--- config.mk ---
export PLATFORM = sky130hd
export DESIGN_NAME = char_pixel_streamer
export DESIGN_NICKNAME = d
export VERILOG_FILES = /design/src/rtl/char_pixel_streamer.sv
export SDC_FILE = /design/constraint.sdc
export NUM_CORES = 1
export LEC_CHECK = 0
export CAP_MARGIN = 20
export CORE_ASPECT_RATIO = 1.75
export CORE_MARGIN = 2
export CORE_UTILIZATION = 50
export CTS_BUF_LIST = sky130_fd_sc_hd__clkbuf_8
export DETAILED_ROUTE_END_ITERATION = 12
export GPL_TIMING_DRIVEN = 1
export PLACE_DENSITY_LB_ADDON = 0.1
export SYNTH_ARGS = -nofsm -noshare
export SYNTH_HDL_FRONTEND = slang
export SYNTH_SLANG_ARGS = --single-unit
--- constraint.sdc ---
create_clock -name clk -period 5.6 [get_ports clk]
set_input_delay 0.84 -clock clk [delete_from_list [all_inputs] [get_ports clk]]
set_output_delay 0.84 -clock clk [all_outputs]
set_load 0.1 [all_outputs]
--- src/rtl/char_pixel_streamer.sv ---
`default_nettype none
// ============================================================================
// Module      : char_pixel_streamer
// Description : Fetches a 5x7 glyph from the character ROM and streams it as
//               GRB colour words, column by column, over a valid/ready port.
// Revision    : 1.0 - initial release
// ============================================================================
module char_pixel_streamer #(
    parameter int COLS       = 5,
    parameter int ROWS       = 7,
    parameter bit SERPENTINE = 1'b1
) (
    input  logic                 clk,
    input  logic                 rst_n,
    input  logic [6:0]           char_code,
    input  logic                 char_valid,
    output logic                 char_ready,
    input  logic [23:0]          fg_color,
    input  logic [23:0]          bg_color,
    input  logic                 flush,
    output logic [6:0]           rom_addr,
    input  logic [COLS*ROWS-1:0] rom_data,
    output logic [23:0]          pix_data,
    output logic                 pix_valid,
    input  logic                 pix_ready,
    output logic                 pix_last,
    output logic                 char_done,
    output logic                 busy
);

    localparam int c_bits = COLS * ROWS;
    localparam int c_idxw = $clog2(c_bits);
    localparam int c_cw   = (COLS > 1) ? $clog2(COLS) : 1;
    localparam int c_rw   = (ROWS > 1) ? $clog2(ROWS) : 1;

    typedef enum logic [1:0] {
        ST_IDLE   = 2'd0,
        ST_FETCH  = 2'd1,
        ST_STREAM = 2'd2
    } state_t;

    state_t              r_state;
    state_t              w_state_next;
    logic [6:0]          r_rom_addr;
    logic [c_bits-1:0]   r_bitmap;
    logic [23:0]         r_fg;
    logic [23:0]         r_bg;
    logic [c_cw-1:0]     r_col;
    logic [c_rw-1:0]     r_row;
    logic                r_char_done;

    logic                w_accept;
    logic                w_fire;
    logic                w_row_end;
    logic                w_col_end;
    logic                w_done_next;
    logic [c_rw-1:0]     w_row_eff;
    logic [c_idxw-1:0]   w_lin;
    logic [c_idxw-1:0]   w_bit;

    // A code presented together with flush is not taken: flush wins.
    assign char_ready = (r_state == ST_IDLE) && !flush;
    assign w_accept   = char_valid && char_ready;
    assign pix_valid  = (r_state == ST_STREAM);
    assign busy       = (r_state != ST_IDLE);
    assign w_fire     = pix_valid && pix_ready;
    assign w_row_end  = (r_row == c_rw'(ROWS - 1));
    assign w_col_end  = (r_col == c_cw'(COLS - 1));
    assign pix_last   = pix_valid && w_row_end && w_col_end;
    assign char_done  = r_char_done;
    assign rom_addr   = r_rom_addr;

    // Odd columns run bottom-to-top when serpentine wiring is selected.
    always_comb begin
        w_row_eff = r_row;
        if (SERPENTINE && r_col[0]) begin
            w_row_eff = c_rw'(ROWS - 1) - r_row;
        end
        w_lin    = c_idxw'(w_row_eff) * c_idxw'(COLS) + c_idxw'(r_col);
        w_bit    = c_idxw'(c_bits - 1) - w_lin;
        pix_data = r_bitmap[w_bit] ? r_fg : r_bg;
    end

    always_comb begin
        w_state_next = r_state;
        w_done_next  = 1'b0;
        if (flush) begin
            w_state_next = ST_IDLE;
        end else begin
            case (r_state)
                ST_IDLE: begin
                    if (w_accept) begin
                        w_state_next = ST_FETCH;
                    end
                end
                ST_FETCH: begin
                    w_state_next = ST_STREAM;
                end
                ST_STREAM: begin
                    if (w_fire && w_row_end && w_col_end) begin
                        w_state_next = ST_IDLE;
                        w_done_next  = 1'b1;
                    end
                end
                default: begin
                    w_state_next = ST_IDLE;
                end
            endcase
        end
    end

    always_ff @(posedge clk or negedge rst_n) begin
        if (!rst_n) begin
            r_state     <= ST_IDLE;
            r_rom_addr  <= '0;
            r_bitmap    <= '0;
            r_fg        <= '0;
            r_bg        <= '0;
            r_col       <= '0;
            r_row       <= '0;
            r_char_done <= 1'b0;
        end else begin
            r_state     <= w_state_next;
            r_char_done <= w_done_next;
            if (flush) begin
                r_col <= '0;
                r_row <= '0;
            end else begin
                case (r_state)
                    ST_IDLE: begin
                        if (w_accept) begin
                            r_rom_addr <= char_code;
                            r_fg       <= fg_color;
                            r_bg       <= bg_color;
                            r_col      <= '0;
                            r_row      <= '0;
                        end
                    end
                    ST_FETCH: begin
                        r_bitmap <= rom_data;
                    end
                    ST_STREAM: begin
                        if (w_fire) begin
                            if (w_row_end) begin
                                r_row <= '0;
                                r_col <= w_col_end ? '0 : r_col + c_cw'(1);
                            end else begin
                                r_row <= r_row + c_rw'(1);
                            end
                        end
                    end
                    default: begin
                    end
                endcase
            end
        end
    end

endmodule
`default_nettype wire

==> results.md <==
* DRT Pass-1 Iters at 4
* Ports at 131
* Required time worst endpoint at 4.76 ns
* Cts hold-fix bufs at 0
* Post-CTS Setup Bufs at 0
* Post-synth EDFFs at 0
* CTS sink cnt at 99
* Worst slew pin tran at 0.988 ns
* Critical Path Fanout Max at 24
* Htree depth at 3
* Die ar. at 0.0102 mm^2
* Slew Limit Fails at 0
* DRC at 0
* Slowest stage delay, CP at a little under 0.9 ns
* Final net count at 589
* Initial DRC Count at 131
* Yosys reg bits at 99
* Avg Cell Area, Syn at 13.4 um^2
* WP data arrival at 4.37 ns
* Final-report hold violation count at 0
* Hpwl dp at 7.76 mm
* Fin Setup TNS at 0 ns
* Wirelength, routed at 10.3 mm
* Post-route minimum period at 5.21 ns
* Worst-case vdd ir drop at between 0.4 and 0.5 mV
* Die height at 132 um
* Mapped Area at about 0.0047 mm^2
* Buf/Inv on CP at 3
* Gr ovfl total at 0
* ANT cells at 0
* Chip Width at between 70 and 80 um
* Post-DRT Antenna Nets at 0
* Flop2flop setup slack at 3.31 ns
* Commonest non-fill, non-tap cell in the layout: mux2_2
* Initial Util at 0.517
* First-pass GRT wire length at 17.3 mm
* GP Congestion at 0.737
* Root Buffer: clkbuf_8
* P_leak at 2.74 nW
* Setup WS pre-CTS at 0.789 ns
* Skew-Pair Late Insertion Delay at approximately 0.36 ns
* Crit path cell chain: inv_1, ha_1, nand2_1, o21ai_0, fa_1, mux4_2, mux2_2, o211a_1, a41o_1, o31ai_4, buf_4, mux2_1, buf_12
* Vias in the first global route at 3600
* WS Path Type: reg2out
* Clk slew on worst S/H paths at about 0.09 ns
* Syn_nets at about 460
* Status: finished, final reports clean
* Total CTS buffers at 9
* Post-synth top area share at 0.527
* Largest net degree at the start of global routing at 73
* CP endpoint kind: primary output
* Number of standard cells after synthesis at 350
* Unrepaired setup endpoints after global routing: false
* Area growth syn-to-layout at 39.7%
* Class of the worst hold path: in2async
* Worst Slack Setup Final at 0.389 ns
* Max_slew headroom at 0.340
* Post-CTS sizing at 0
* Worst setup SP type: flip-flop
* Max frequency at 192 MHz
* Crit-path slowest cell: fa_1
* CTS Buffer Depth at 2
* Via count at 3212
* Gr usage total at 0.215
* Ys flop type: dfrtp_1
* Core outline area at 0.00909 mm^2
* Final setup fails at 0
* Post-synthesis async set-or-reset flop share at 1.00
* Wire per inst at 17.0 um
* CTS tree: built
* Vias per Instance at 5.32
* Layout cell share with drive strength beyond 1 at 0.343
* Initial antenna violation count at 0
* Post-synthesis cell type count at 36
* Seq/Total Area, Yosys at 0.527
* Most frequent cells in the layout: mux2_2 (115), clkdlybuf4s50_1 (105), dfrtp_1 (99)
* Synth area leaders: dfrtp_1 (53%), mux2_2 (28%), ha_1 (3.2%)
* Max cap viols at 0
* Yosys warnings at 0
* FP Rows at 46
* I/O Buffers at 130
* Family with the most delay on the worst path: adder cells
* Period utilisation layout at 0.931
* Clock Skew at between 0.006 and 0.007 ns
* Power Density at 479 mW/mm^2
* Total power at 0.00314 W
* Cell taking the most area after synthesis: dfrtp_1
[flip-flops by register name, indices dropped and copies added, names as in the netlist]
name,flops
r_row,3
r_fg,24
r_bg,24
r_state,2
char_done,1
r_col,3
r_bitmap,35
rom_addr,7
[routing by layer]
| layer | global-route usage | vias up | wire [um] | share of wire |
|---|---|---|---|---|
| li1 | - | 1502 | - | - |
| met1 | 0.231 | 1593 | 3720 | 0.36 |
| met2 | 0.381 | 100 | 5630 | 0.55 |
| met3 | 0.0671 | 17 | 671 | 0.065 |
| met4 | 0.0942 | 0 | 255 | 0.025 |
| met5 | 0 | - | 0 | 0 |
[through the flow]
step	utilization	cells	cell area [um^2]	hold WS (ns)
global placement	0.699	590	6360	0.486
floorplan	-	350	4700	0.473
global route	0.722	604	6560	0.386
CTS	0.722	604	6560	0.365
detailed placement	0.699	590	6360	0.493
finish	0.722	604	6560	0.378
[final timing paths]
kind	startpoint	cells past startpoint	end
worst min register to register	r_fg[9]	1	r_fg[9]
min in group clk	r_fg[9]	1	r_fg[9]
max in group asynchronous	rst_n	2	r_bitmap[23]
worst max-delay path	r_row[0]	13	pix_data[1]
worst max register to register	r_state[1]	5	r_bg[0]
worst min-delay path	rst_n	1	r_bitmap[2]
[cell families after synthesis]
| group | share of synthesized area |
|---|---|
| compound gates | 0.0365 |
| flops | 0.527 |
| fa+ha+maj | 0.0362 |
| mux | 0.315 |
| simple gates | 0.0549 |
| buf+inv | 0.0261 |
| xor+xnor | 0.00373 |
[layout make-up]
type | instances | area [um^2]
sequential | 99 | 2480
clock inverter | 5 | 80.1
tap | 120 | 150
fill | 683 | 2530
clock buffer | 9 | 124
multi-input combinational | 223 | 2100
inverter | 13 | 48.8
timing repair buffer | 135 | 1580
[cell usage after synthesis, drive strengths merged, types with 3 or more instances]
| master | instances |
|---|---|
| nand4 | 3 |
| a21oi | 6 |
| nand2b | 5 |
| buf | 4 |
| ha | 12 |
| inv | 13 |
| mux2 | 116 |
| clkbuf | 11 |
| nor2 | 5 |
| nand3 | 8 |
| nor2b | 3 |
| mux2i | 13 |
| nand2 | 16 |
| o21ai | 11 |
| dfrtp | 99 |
[where the power goes]
group / switching (W) / internal, W / total, W
registers: 0.0000907 / 0.000880 / 0.000971
clock network: 0.000241 / 0.000246 / 0.000487
logic: 0.00101 / 0.000679 / 0.00169
total: 0.00134 / 0.00181 / 0.00314
Power figures use the tool's default switching activity.
